==> config.mk <==
export PLATFORM = sky130hd
export DESIGN_NAME = rr_arb_mux
export DESIGN_NICKNAME = d
export VERILOG_FILES = /design/src/rtl/rr_arb_mux.sv
export SDC_FILE = /design/constraint.sdc
export NUM_CORES = 1
export LEC_CHECK = 0
export ABC_AREA = 1
export BUFFER_PORTS_ARGS = -buffer_cell sky130_fd_sc_hd__clkbuf_2
export CORE_MARGIN = 1
export CORE_UTILIZATION = 44
export DETAILED_ROUTE_END_ITERATION = 16
export PLACE_DENSITY = 0.8
export RECOVER_POWER = 25
export SYNTH_ARGS = -nofsm -noshare
export SYNTH_HDL_FRONTEND = slang
export SYNTH_SLANG_ARGS = --single-unit
export TNS_END_PERCENT = 5
==> constraint.sdc <==
create_clock -name clk_i -period 2.35 [get_ports clk_i]
set_input_delay 0.3525 -clock clk_i [delete_from_list [all_inputs] [get_ports clk_i]]
set_output_delay 0.3525 -clock clk_i [all_outputs]
set_load 0.005 [all_outputs]
==> src/rtl/rr_arb_mux.sv <==
// Multi-channel arbiter feeding a single registered output stage.
// Grant is fixed priority (mode 0) or round-robin after the last winner (mode 1).
module rr_arb_mux #(
    parameter int unsigned size = 32,
    parameter int unsigned ch   = 3,
    parameter int unsigned mode = 1,
    localparam int unsigned selw = (ch > 2) ? $clog2(ch) : 1
) (
    input  logic                clk_i,
    input  logic                rst_i,
    input  logic [ch*size-1:0]  data_i,
    input  logic [ch-1:0]       valid_i,
    output logic [ch-1:0]       ready_o,
    input  logic                flush_i,
    output logic [size-1:0]     data_o,
    output logic                valid_o,
    input  logic                ready_i,
    output logic [selw-1:0]     sel_o
);

    logic            ld;
    logic            gv;
    logic            found;
    int              idx;
    logic [selw-1:0] gnt;
    logic [size-1:0] gnt_data;

    logic            valid_q, valid_d;
    logic [size-1:0] data_q, data_d;
    logic [selw-1:0] sel_q, sel_d;
    logic [selw-1:0] ptr_q, ptr_d;

    assign gv = |valid_i;
    assign ld = (~valid_q | ready_i) & ~flush_i;

    // Search order starts one past the last winner; mode 0 always starts at channel 0.
    always_comb begin
        gnt   = '0;
        found = 1'b0;
        idx   = 0;
        for (int i = 0; i < int'(ch); i++) begin
            if (mode == 1) begin
                idx = (int'(ptr_q) + 1 + i) % int'(ch);
            end else begin
                idx = i;
            end
            if (!found && valid_i[idx[selw-1:0]]) begin
                found = 1'b1;
                gnt   = idx[selw-1:0];
            end
        end
    end

    always_comb begin
        gnt_data = '0;
        for (int k = 0; k < int'(ch); k++) begin
            if (gnt == selw'(k)) begin
                gnt_data = data_i[k*size +: size];
            end
        end
    end

    // Accept is suppressed while reset is held so no upstream beat is lost.
    always_comb begin
        ready_o = '0;
        if (rst_i && ld && gv) begin
            ready_o[gnt] = 1'b1;
        end
    end

    always_comb begin
        valid_d = valid_q;
        data_d  = data_q;
        sel_d   = sel_q;
        ptr_d   = ptr_q;
        if (flush_i) begin
            valid_d = 1'b0;
        end else if (ld) begin
            valid_d = gv;
            if (gv) begin
                data_d = gnt_data;
                sel_d  = gnt;
                if (mode == 1) begin
                    ptr_d = gnt;
                end
            end
        end
    end

    // ptr resets to the last channel so the first round-robin grant is channel 0.
    always_ff @(posedge clk_i or negedge rst_i) begin
        if (!rst_i) begin
            valid_q <= 1'b0;
            data_q  <= '0;
            sel_q   <= '0;
            ptr_q   <= selw'(ch - 1);
        end else begin
            valid_q <= valid_d;
            data_q  <= data_d;
            sel_q   <= sel_d;
            ptr_q   <= ptr_d;
        end
    end

    assign valid_o = valid_q;
    assign data_o  = data_q;
    assign sel_o   = sel_q;

endmodule

==> flow_summary.toml <==
[synth]
syn_area_sq_um = 2440
synth_top_family_by_area = "simple AND/OR/NAND/NOR gates"
synth_nets = 478
synth_area_per_cell_sq_um = 6.57
synth_cell_types = 24
synthCells = 372
synth-simple-area-share_pct = 40.5
async_reset_ff_share_pct = 100
seq_area_frac_synth_pct = 36.9
synth_xor_area_share_pct = 0
muxShareOfSynthArea_pct = 0
synth_compound_area_share_pct = 8.39
synth_adder_area_share_pct = 1.54
ys_seq_elements = 36
yosysWarnings = 0
synth_edf_count = 0
synth_ff_type = "dfrtp_1"

[cts]
clockBufferDepth = 2
cts_root_buf = "clkbuf_8"
cts_tree = "done"
cts_sinks = 36
cts_buffers = 5
clock_latency_ns = 0.29
htree_levels = 2
path_clk_slew_ns = 0.08

[run_status]
status = "finished, final reports clean"

[power_and_ir_drop]
internal-power_mw = 2.24
peakVddDrop_mv = 0.638
combPwrFrac_pct = 63.9
p_leak_nw = 2.07
switching_share_pct = 47.7
powerDensity_nw_per_um2 = 1260
report.power.total_mw = 4.29
power_frac_seq_pct = 25.5
power_switching_mw = 2.05
clkPwrFrac_pct = 10.6

[floorplan]
start_util_pct = 46.7
num_io_pins = 141
die_y_microns = 76.5
die_w_microns = 76.5
dieArea_sq_um = 5860
num_rows = 26
core_region_area_sq_um = 5240

[run]
cap_violations = 0

[sta]
worst_pin_slew_ns = 0.453
setup_violations = 0
whs_ns = 0.224
max_freq_ghz = 0.439
clock_skew_ns = 0.00905
report.final.slew_viol_count = 0
final.period_utilization_pct = 96.9
slew_headroom_pct = 69.8
fin_crit_ns = 2.28
hold_violations = 0

[global_route]
grt_pass1_wl_microns = 12400
grt_pass1_vias = 2726
grtUsageTotal_pct = 26.2
globalRoute.totalOverflow = 0
grt_max_degree = 41
antenna_found_initial = 0

[drt]
route.detailed.drc = 0
vias_per_cell = 5.02
ant_nets = 0
first_pass_iters = 5
wl_per_cell_microns = 12.8
dr.first_iter.drc_count = 150
drt_wl_total_microns = 7460
vias = 2934

[placement]
place_hpwl_microns = 5330
portBuffers = 140
gp_congestion = 0.858

[layout]
num_antenna_cells = 0
fill_cells = 514
fin_nets = 619
drive_gt1_share_pct = 36.6
areaGrowthSynthToFinish_pct = 39.5

[setup_path]
startpoint_type = "register"
cp_data_arrival_time_ns = 1.92
critPathRequiredTime_ns = 2.00
cp-end-kind = "output pin"
crit_path_max_fanout = 6
critical_path_class = "reg2out"

[min_path]
min_path_type = "in2reg"
flip-flops by register name (all words and copies together) (netlist names):
name	count
data_o	32
ptr_q	1
sel_o	2
valid_o	1
kinds of logic after synthesis:
group | Yosys count
AND/OR/NAND/NOR | 224
AO/OA/AOI/OAI | 41
buffers and inverters | 68
flip-flops | 36
adder cells (fa/ha/maj) | 3
final cells by class:
type / instances / area, sq um / share of cell area, %
Multi-Input combinational cell: 268 / 1310 / 38.3
Timing Repair Buffer: 157 / 853 / 25.0
Tap cell: 70 / 87.6 / 2.57
Clock buffer: 8 / 90.1 / 2.64
Inverter: 45 / 171 / 5.03
Sequential cell: 36 / 902 / 26.5
synthesized netlist by cell type, types with 3 or more instances:
library cell / number / area (sq um)
nand2_1: 140 / 526
nand3_1: 70 / 350
inv_1: 39 / 146
a21oi_1: 35 / 175
dfrtp_1: 35 / 876
buf_2: 13 / 65.1
inv_2: 6 / 22.5
buf_4: 4 / 30.0
nor2_1: 4 / 15.0
o21ai_1: 4 / 20.0
buf_6: 3 / 33.8
ha_1: 3 / 37.5
nor3_1: 3 / 15.0
repair_timing:
item	CTS	global route
hold buffers	1	0
gates resized for setup	6	13
buffers inserted	3	2
pin swaps	1	2
endpoints found under the setup margin	3	34
endpoints found under the hold margin	2	0
critical path: stages (launching register included):
cell and delay [ns]:
dfstp_2 0.56, ha_4 0.23, inv_2 0.09, nand2_1 0.07, nand3_2 0.09, nand2_4 0.09, nand3_2 0.08, nand2_2 0.06
inv_4 0.08, nand2_4 0.05, nor3_2 0.11, clkbuf_2 0.13
cells in the final DEF (no fill, tap or decap):
cell type      count
a21oi_1           34
a21oi_2            1
buf_12             2
buf_4             14
clkbuf_1           4
clkbuf_2         138
clkbuf_8           6
dfrtp_1           35
dfstp_2            1
dlygate4sd3_1      1
ha_2               2
ha_4               1
inv_1             38
inv_2              6
inv_4              1
nand2_1          138
nand2_2            2
nand2_4            2
nand3_1           67
nand3_2            4
nand3_4            1
nand4_4            2
nor2_1             3
nor2_2             2
nor3_1             1
nor3_2             2
o21ai_0            1
o21ai_1            4
o21ai_2            1
final timing paths:
path / from / end / slack [ns] / cells past startpoint
max in group asynchronous: rst_i / ptr_q[1] / 1.10 / 3
max reg2reg: sel_o[0] / data_o[0] / 0.18 / 13
min: flush_i / valid_o / 0.22 / 2
max: ptr_q[1] / ready_o[0] / 0.07 / 11
min in group asynchronous: rst_i / sel_o[1] / 0.54 / 2
min reg2reg: data_o[30] / data_o[30] / 0.48 / 2
stage by stage:
step / setup TNS [ns] / instances / setup slack (ns) / instance area, sq um / utilization [%]
after floorplan: 0 / 372 / 0.304 / 2440 / -
after global placement: 0 / 570 / 0.194 / 3200 / 61.1
after CTS: 0 / 582 / 0.0113 / 3350 / 63.9
final: 0 / 584 / 0.0731 / 3410 / 65.1
after detailed placement: 0 / 570 / 0.108 / 3200 / 61.1
after global routing: -0.0216 / 584 / -0.0145 / 3410 / 65.1
power by group through the flow:
stage	clock (mW)	combinational, mW	sequential [mW]
2_1_floorplan	0	1.76	1.10
6_report	0.457	2.74	1.09
3_3_place_gp	0	2.46	1.09
5_1_grt	0.500	3.09	1.13
3_5_place_dp	0	2.53	1.09
4_1_cts	0.472	2.64	1.09
routing by layer:
metal,global-route usage (%),vias to the layer above,wire [microns]
li1,-,1456,-
met1,31.9,1324,3060
met2,47.0,143,3740
met3,4.79,11,545
met4,7.50,0,104
met5,0,-,0
Note: power is estimated with default switching activity, not from simulation.
